### src/rtl/rst_seq_pkg.sv
// Shared types and defaults for the reset sequencer.
// State encoding plus parameter defaults and a small helper.
package rst_seq_pkg;

   typedef enum logic [1:0] {
      ST_ASSERT,
      ST_WAIT,
      ST_DONE,
      ST_ERR
   } state_t;

   localparam int DEF_NUM_STAGES     = 4;
   localparam int DEF_HOLD_CYCLES    = 16;
   localparam int DEF_TIMEOUT_CYCLES = 1024;

   function automatic int max_int(
      input int a,
      input int b
   );
      return (a > b) ? a : b;
   endfunction

endpackage

### src/rtl/rst_sequencer_if.sv
// Control/status bundle between the sequencer and its users.
// slave = sequencer side, master = driver of requests/acks.
interface rst_sequencer_if #(
   parameter int NUM_STAGES = 4
) ();

   localparam int IW = $clog2(NUM_STAGES);

   logic                  sw_rst_req;
   logic [NUM_STAGES-1:0] stage_rdy;
   logic [NUM_STAGES-1:0] stage_rst_n;
   logic                  all_rdy;
   logic                  timeout_err;
   logic [IW-1:0]         stage_idx;

   modport master (
      output sw_rst_req,
      output stage_rdy,
      input  stage_rst_n,
      input  all_rdy,
      input  timeout_err,
      input  stage_idx
   );

   modport slave (
      input  sw_rst_req,
      input  stage_rdy,
      output stage_rst_n,
      output all_rdy,
      output timeout_err,
      output stage_idx
   );

endinterface

### src/rtl/rst_sequencer_rdy_sync.sv
// Two-flop synchronizer for one ready acknowledge bit.
// Used only when RST_SEQ_SYNC_RDY_EN is defined.
module rdy_sync (
   input  logic i_clk,
   input  logic i_rst_n,
   input  logic i_d,
   output logic o_q
);

   logic r_meta;
   logic r_sync;

   // Shift the async input through two flops.
   always_ff @(posedge i_clk or negedge i_rst_n) begin
      if (!i_rst_n) begin
         r_meta <= 1'b0;
         r_sync <= 1'b0;
      end else begin
         r_meta <= i_d;
         r_sync <= r_meta;
      end
   end

   assign o_q = r_sync;

endmodule

### src/rtl/rst_sequencer.sv
// Staged reset release with per-stage ready handshake.
// Optional macro RST_SEQ_SYNC_RDY_EN: synchronize stage_rdy.
module rst_sequencer
   import rst_seq_pkg::*;
#(
   parameter int NUM_STAGES     = DEF_NUM_STAGES,
   parameter int HOLD_CYCLES    = DEF_HOLD_CYCLES,
   parameter int TIMEOUT_CYCLES = DEF_TIMEOUT_CYCLES
) (
   input  logic clk,
   input  logic RST_n,
   rst_sequencer_if.slave bus
);

   localparam int IW = $clog2(NUM_STAGES);
   localparam int CW =
      $clog2(max_int(HOLD_CYCLES, TIMEOUT_CYCLES)) + 1;

   localparam logic [CW-1:0] HOLD_LAST =
      CW'(HOLD_CYCLES - 1);
   localparam logic [CW-1:0] TO_LAST =
      CW'(TIMEOUT_CYCLES - 1);
   localparam logic [IW-1:0] IDX_LAST =
      IW'(NUM_STAGES - 1);

   state_t                r_state;
   logic [CW-1:0]         r_cnt;
   logic [NUM_STAGES-1:0] r_rst_n;
   logic                  r_all_rdy;
   logic                  r_err;
   logic [IW-1:0]         r_idx;

   logic [NUM_STAGES-1:0] w_rdy;
   logic [IW-1:0]         w_nxt_idx;

`ifdef RST_SEQ_SYNC_RDY_EN
   for (genvar g = 0; g < NUM_STAGES; g++) begin : g_sync
      rdy_sync u_sync (
         .i_clk   (clk),
         .i_rst_n (RST_n),
         .i_d     (bus.stage_rdy[g]),
         .o_q     (w_rdy[g])
      );
   end
`else
   assign w_rdy = bus.stage_rdy;
`endif

   assign w_nxt_idx = r_idx + IW'(1);

   // Sequencer FSM; every output is a register.
   always_ff @(posedge clk or negedge RST_n) begin
      if (!RST_n) begin
         r_state   <= ST_ASSERT;
         r_cnt     <= '0;
         r_rst_n   <= '0;
         r_all_rdy <= 1'b0;
         r_err     <= 1'b0;
         r_idx     <= '0;
      end else if (bus.sw_rst_req) begin
         r_state   <= ST_ASSERT;
         r_cnt     <= '0;
         r_rst_n   <= '0;
         r_all_rdy <= 1'b0;
         r_err     <= 1'b0;
         r_idx     <= '0;
      end else begin
         unique case (r_state)
            ST_ASSERT: begin
               if (r_cnt == HOLD_LAST) begin
                  r_rst_n[0] <= 1'b1;
                  r_cnt      <= '0;
                  r_state    <= ST_WAIT;
               end else begin
                  r_cnt <= r_cnt + CW'(1);
               end
            end
            ST_WAIT: begin
               if (w_rdy[r_idx]) begin
                  if (r_idx == IDX_LAST) begin
                     r_state   <= ST_DONE;
                     r_all_rdy <= 1'b1;
                  end else begin
                     r_idx              <= w_nxt_idx;
                     r_rst_n[w_nxt_idx] <= 1'b1;
                     r_cnt              <= '0;
                  end
               end else if (r_cnt == TO_LAST) begin
                  r_state <= ST_ERR;
                  r_err   <= 1'b1;
                  r_rst_n <= '0;
               end else begin
                  r_cnt <= r_cnt + CW'(1);
               end
            end
            ST_DONE: ;
            ST_ERR:  ;
         endcase
      end
   end

   assign bus.stage_rst_n = r_rst_n;
   assign bus.all_rdy     = r_all_rdy;
   assign bus.timeout_err = r_err;
   assign bus.stage_idx   = r_idx;

endmodule

### src/flat_wrapper.sv
// flat-port wrapper written by rule: the top's interface ports become plain ports
module rst_sequencer_flat import rst_seq_pkg::*;
#(
   parameter int NUM_STAGES     = DEF_NUM_STAGES,
   parameter int HOLD_CYCLES    = DEF_HOLD_CYCLES,
   parameter int TIMEOUT_CYCLES = DEF_TIMEOUT_CYCLES
)
  (clk, RST_n, bus_sw_rst_req, bus_stage_rdy, bus_stage_rst_n, bus_all_rdy, bus_timeout_err, bus_stage_idx);
  rst_sequencer_if #(.NUM_STAGES(NUM_STAGES)) bus_i ();
  input  logic clk;
  input  logic RST_n;
  input wire logic [$bits(bus_i.sw_rst_req)-1:0] bus_sw_rst_req;
  input wire logic [$bits(bus_i.stage_rdy)-1:0] bus_stage_rdy;
  output wire logic [$bits(bus_i.stage_rst_n)-1:0] bus_stage_rst_n;
  output wire logic [$bits(bus_i.all_rdy)-1:0] bus_all_rdy;
  output wire logic [$bits(bus_i.timeout_err)-1:0] bus_timeout_err;
  output wire logic [$bits(bus_i.stage_idx)-1:0] bus_stage_idx;
  assign bus_i.sw_rst_req = bus_sw_rst_req;
  assign bus_i.stage_rdy = bus_stage_rdy;
  assign bus_stage_rst_n = bus_i.stage_rst_n;
  assign bus_all_rdy = bus_i.all_rdy;
  assign bus_timeout_err = bus_i.timeout_err;
  assign bus_stage_idx = bus_i.stage_idx;
  rst_sequencer #(.NUM_STAGES(NUM_STAGES), .HOLD_CYCLES(HOLD_CYCLES), .TIMEOUT_CYCLES(TIMEOUT_CYCLES)) u_core (.clk(clk), .RST_n(RST_n), .bus(bus_i));
endmodule
### config.mk
export PLATFORM = sky130hd
export DESIGN_NAME = rst_sequencer_flat
export DESIGN_NICKNAME = d
export VERILOG_FILES = /design/src/rtl/rst_seq_pkg.sv /design/src/rtl/rst_sequencer_if.sv /design/src/rtl/rst_sequencer_rdy_sync.sv /design/src/rtl/rst_sequencer.sv /design/src/flat_wrapper.sv
export SDC_FILE = /design/constraint.sdc
export NUM_CORES = 1
export LEC_CHECK = 0
export ABC_CLOCK_PERIOD_IN_PS = 2890
export CAP_MARGIN = 15
export CORE_MARGIN = 4
export CORE_UTILIZATION = 50
export DETAILED_ROUTE_END_ITERATION = 10
export PLACE_DENSITY = 0.72
export SYNTH_ARGS = -nofsm -noshare
export SYNTH_HDL_FRONTEND = slang
export SYNTH_SLANG_ARGS = --single-unit
export TNS_END_PERCENT = 10
### constraint.sdc
create_clock -name clk -period 2.89 [get_ports clk]
set_clock_uncertainty 0.15 [all_clocks]
set_input_delay 0.4335 -clock clk [delete_from_list [all_inputs] [get_ports clk]]
set_output_delay 0.4335 -clock clk [all_outputs]
set_load 0.05 [all_outputs]
==> run summary <==
R2R setup slack = 0.63 ns
final wirelength = 2.96 mm
Initial DRC Count = 46
Worst EP required = 2.96 ns
Clk Tree Root Cell = clkbuf_4
PwrDens = 319 nW/um^2
GR Overflow Total = 0
Core Rows = 18
Clock Sinks = 21
most frequent cells in the layout = 21 x dfrtp_1, 14 x clkdlybuf4s50_1, 12 x o211ai_1
synthesis-to-layout area growth = 21.1%
sw frac = 25.8%
core outline area = 2450 sq um
Clock Power Share = 31.2%
kind of end point of the critical path = flop
Avg WL per Cell = 15.7 um
GRT Util Overall = 18.9%
total CTS buffers = 3
First-pass DRT Iterations = 4
Final Power = 497 uW
vias in the first global route = 1093
syn nets = 146
Startpoint Class = flop
Reg-to-Reg End = u_core.bus.stage_rst_n[1]
io pins = 15
n_diodes = 0
Initial Util = 52.4%
final hold vios = 0
NetSw = 128 uW
# hold bufs at CTS = 0
Min-Delay Path Class = in2async
Max Freq = 443 MHz
Die Ht = 58.7 um
count of max-cap constraint violations = 0
RePlAce Congestion = 0.879
Worst Reg-to-Reg Cells = 5
first-pass GRT wire length = 5.03 mm
commonest non-fill, non-tap cell in the layout = dfrtp_1
r2r startpoint = u_core.bus.stage_idx[0]
H-tree depth = 1
critical path class = reg2reg
status = finished clean
largest net degree at the start of global routing = 22
Final Cycle Share = 78.1%
layout cell share with drive strength beyond 1 = 12.7%
crit path DAT = 2.33 ns
setup repair bufs after CTS = 0
clock latency on the worst-skew pair = 0.32 ns
count of final setup violators = 0
Synth Cell Area = 1290 sq um
DRT antenna net count = 0
Synth Register Bits = 21
setup TNS = 0 ns
Syn Area/Cell = 9.67 sq um
hpwl dp = 2.16 mm
number of synthesis warnings = 0
Worst-Margin Slew = 0.558 ns
nets = 172
Seq/Total Area, Yosys = 40.9%
Die X = 58.7 um
crit path max fanout = 9
Final Slew Violations = 0
P_int = 369 uW
# DRC = 0
Max Buffers Root-to-Sink = 2
Via Count = 1191
die area = 3450 sq um
post-layout min period = 2.26 ns
Via density = 6.34
Port-buffer cells = 14
Reg power frac = 60.8%
worst vdd ir = 0.266 mV
RSZ-0062 raised after global routing = no
synth unique cells = 38
Resize count post-CTS = 0
Logic pwr share = 8.0%
Slew HR = 62.7%
CTS tree = built
Mapped Cells = 133
register clock-pin slew on the reported worst setup and hold paths = 0.13 ns
P_leak = 0.629 nW
initial antenna violation count = 0
routing by layer:
| metal | up-vias | part of all wire [%] | global-route usage (%) |
|---|---|---|---|
| met5 | - | 0 | 0 |
| met4 | 0 | 1.1 | 5.83 |
| met3 | 6 | 6.5 | 5.48 |
| met2 | 42 | 46 | 28.2 |
| met1 | 575 | 47 | 26.4 |
| li1 | 568 | - | - |
cell families after synthesis:
| logic type | share of synthesized area, % |
|---|---|
| buf+inv | 3.21 |
| simple gates | 22.7 |
| flops | 40.9 |
| fa+ha+maj | 5.84 |
| compound gates | 23.4 |
| xor+xnor | 0.681 |
| mux | 3.31 |
cells in the mapped netlist:
library cell | instances | share of area (%)
nand3_1 | 3 | 1.2
o211ai_1 | 12 | 7.0
a31oi_1 | 1 | 0.49
xnor2_1 | 1 | 0.68
nand2_1 | 7 | 2.0
a22o_1 | 3 | 2.0
ha_1 | 6 | 5.8
o31a_1 | 2 | 1.4
o21a_1 | 1 | 0.58
nor2_1 | 10 | 2.9
mux4_2 | 1 | 1.8
or4_1 | 3 | 1.8
a21oi_1 | 3 | 1.2
mux2i_1 | 2 | 1.6
dfrtp_1 | 21 | 41
nor4_4 | 1 | 1.7
nand3b_1 | 5 | 2.9
a41oi_1 | 1 | 0.68
a21o_1 | 1 | 0.58
nor4_2 | 1 | 0.97
or3_1 | 1 | 0.49
o221ai_1 | 2 | 1.4
inv_1 | 8 | 2.3
o21ai_0 | 9 | 3.5
and4b_1 | 1 | 0.78
and3_1 | 3 | 1.5
a21boi_0 | 1 | 0.58
nand2b_1 | 2 | 0.97
nor4_1 | 1 | 0.49
nor3_1 | 3 | 1.2
a21oi_2 | 2 | 1.4
o2111ai_1 | 1 | 0.68
o311ai_0 | 1 | 0.68
nand4_1 | 6 | 2.9
nor2b_1 | 2 | 0.97
a311oi_1 | 1 | 0.68
clkbuf_1 | 3 | 0.88
o21ai_2 | 1 | 0.68
registers in the layout, summed over array words and instances, names as in the netlist:
register and count:
u_core.bus.stage_rst_n 4, u_core.r_cnt 11, u_core.r_state 2, u_core.bus.timeout_err 1, u_core.bus.all_rdy 1, u_core.bus.stage_idx 2
stage by stage:
stage	util [%]	hold WS, ns	cell area, sq um	instances	worst slack, ns
after global routing	63.5	0.283	1560	188	0.537
final	63.5	0.278	1560	188	0.633
after global placement	62.2	0.345	1530	184	0.375
after CTS	63.5	0.281	1560	188	0.613
after floorplan	-	-0.0121	1290	133	0.389
after detailed placement	62.2	0.341	1530	184	0.349
power groups by stage:
stage / combinational, mW / clock, mW / sequential (mW)
floorplan: 0.0163 / 0 / 0.306
global placement: 0.0393 / 0 / 0.307
detailed placement: 0.0399 / 0 / 0.308
CTS: 0.0402 / 0.160 / 0.302
global route: 0.0445 / 0.170 / 0.303
finish: 0.0399 / 0.155 / 0.302
critical path: stages (launching register included):
cell	delay (ns)
dfrtp_1	0.49
mux4_2	0.67
nor4_4	0.29
buf_4	0.20
a21oi_2	0.09
a22o_1	0.26
worst max path at each step:
stage | slack [ns] | end | from
finish | 0.63 | u_core.bus.stage_rst_n[1] | u_core.bus.stage_idx[0]
global route | 0.54 | u_core.r_cnt[3] | u_core.bus.stage_idx[0]
CTS | 0.61 | bus_stage_idx[0] | u_core.bus.stage_idx[0]
detailed placement | 0.35 | u_core.bus.stage_rst_n[1] | bus_stage_rdy[2]
global placement | 0.38 | u_core.bus.stage_rst_n[1] | bus_stage_rdy[3]
floorplan | 0.39 | u_core.bus.stage_rst_n[1] | u_core.bus.stage_idx[0]
layout make-up:
| type | count | area [sq um] |
|---|---|---|
| Inverter | 8 | 30.0 |
| Timing Repair Buffer | 24 | 215 |
| Tap cell | 30 | 37.5 |
| Clock buffer | 3 | 22.5 |
| Clock inverter | 1 | 7.51 |
| Fill cell | 197 | 897 |
| Multi-Input combinational cell | 101 | 719 |
| Sequential cell | 21 | 526 |
Note: power is estimated with default switching activity, not from simulation.
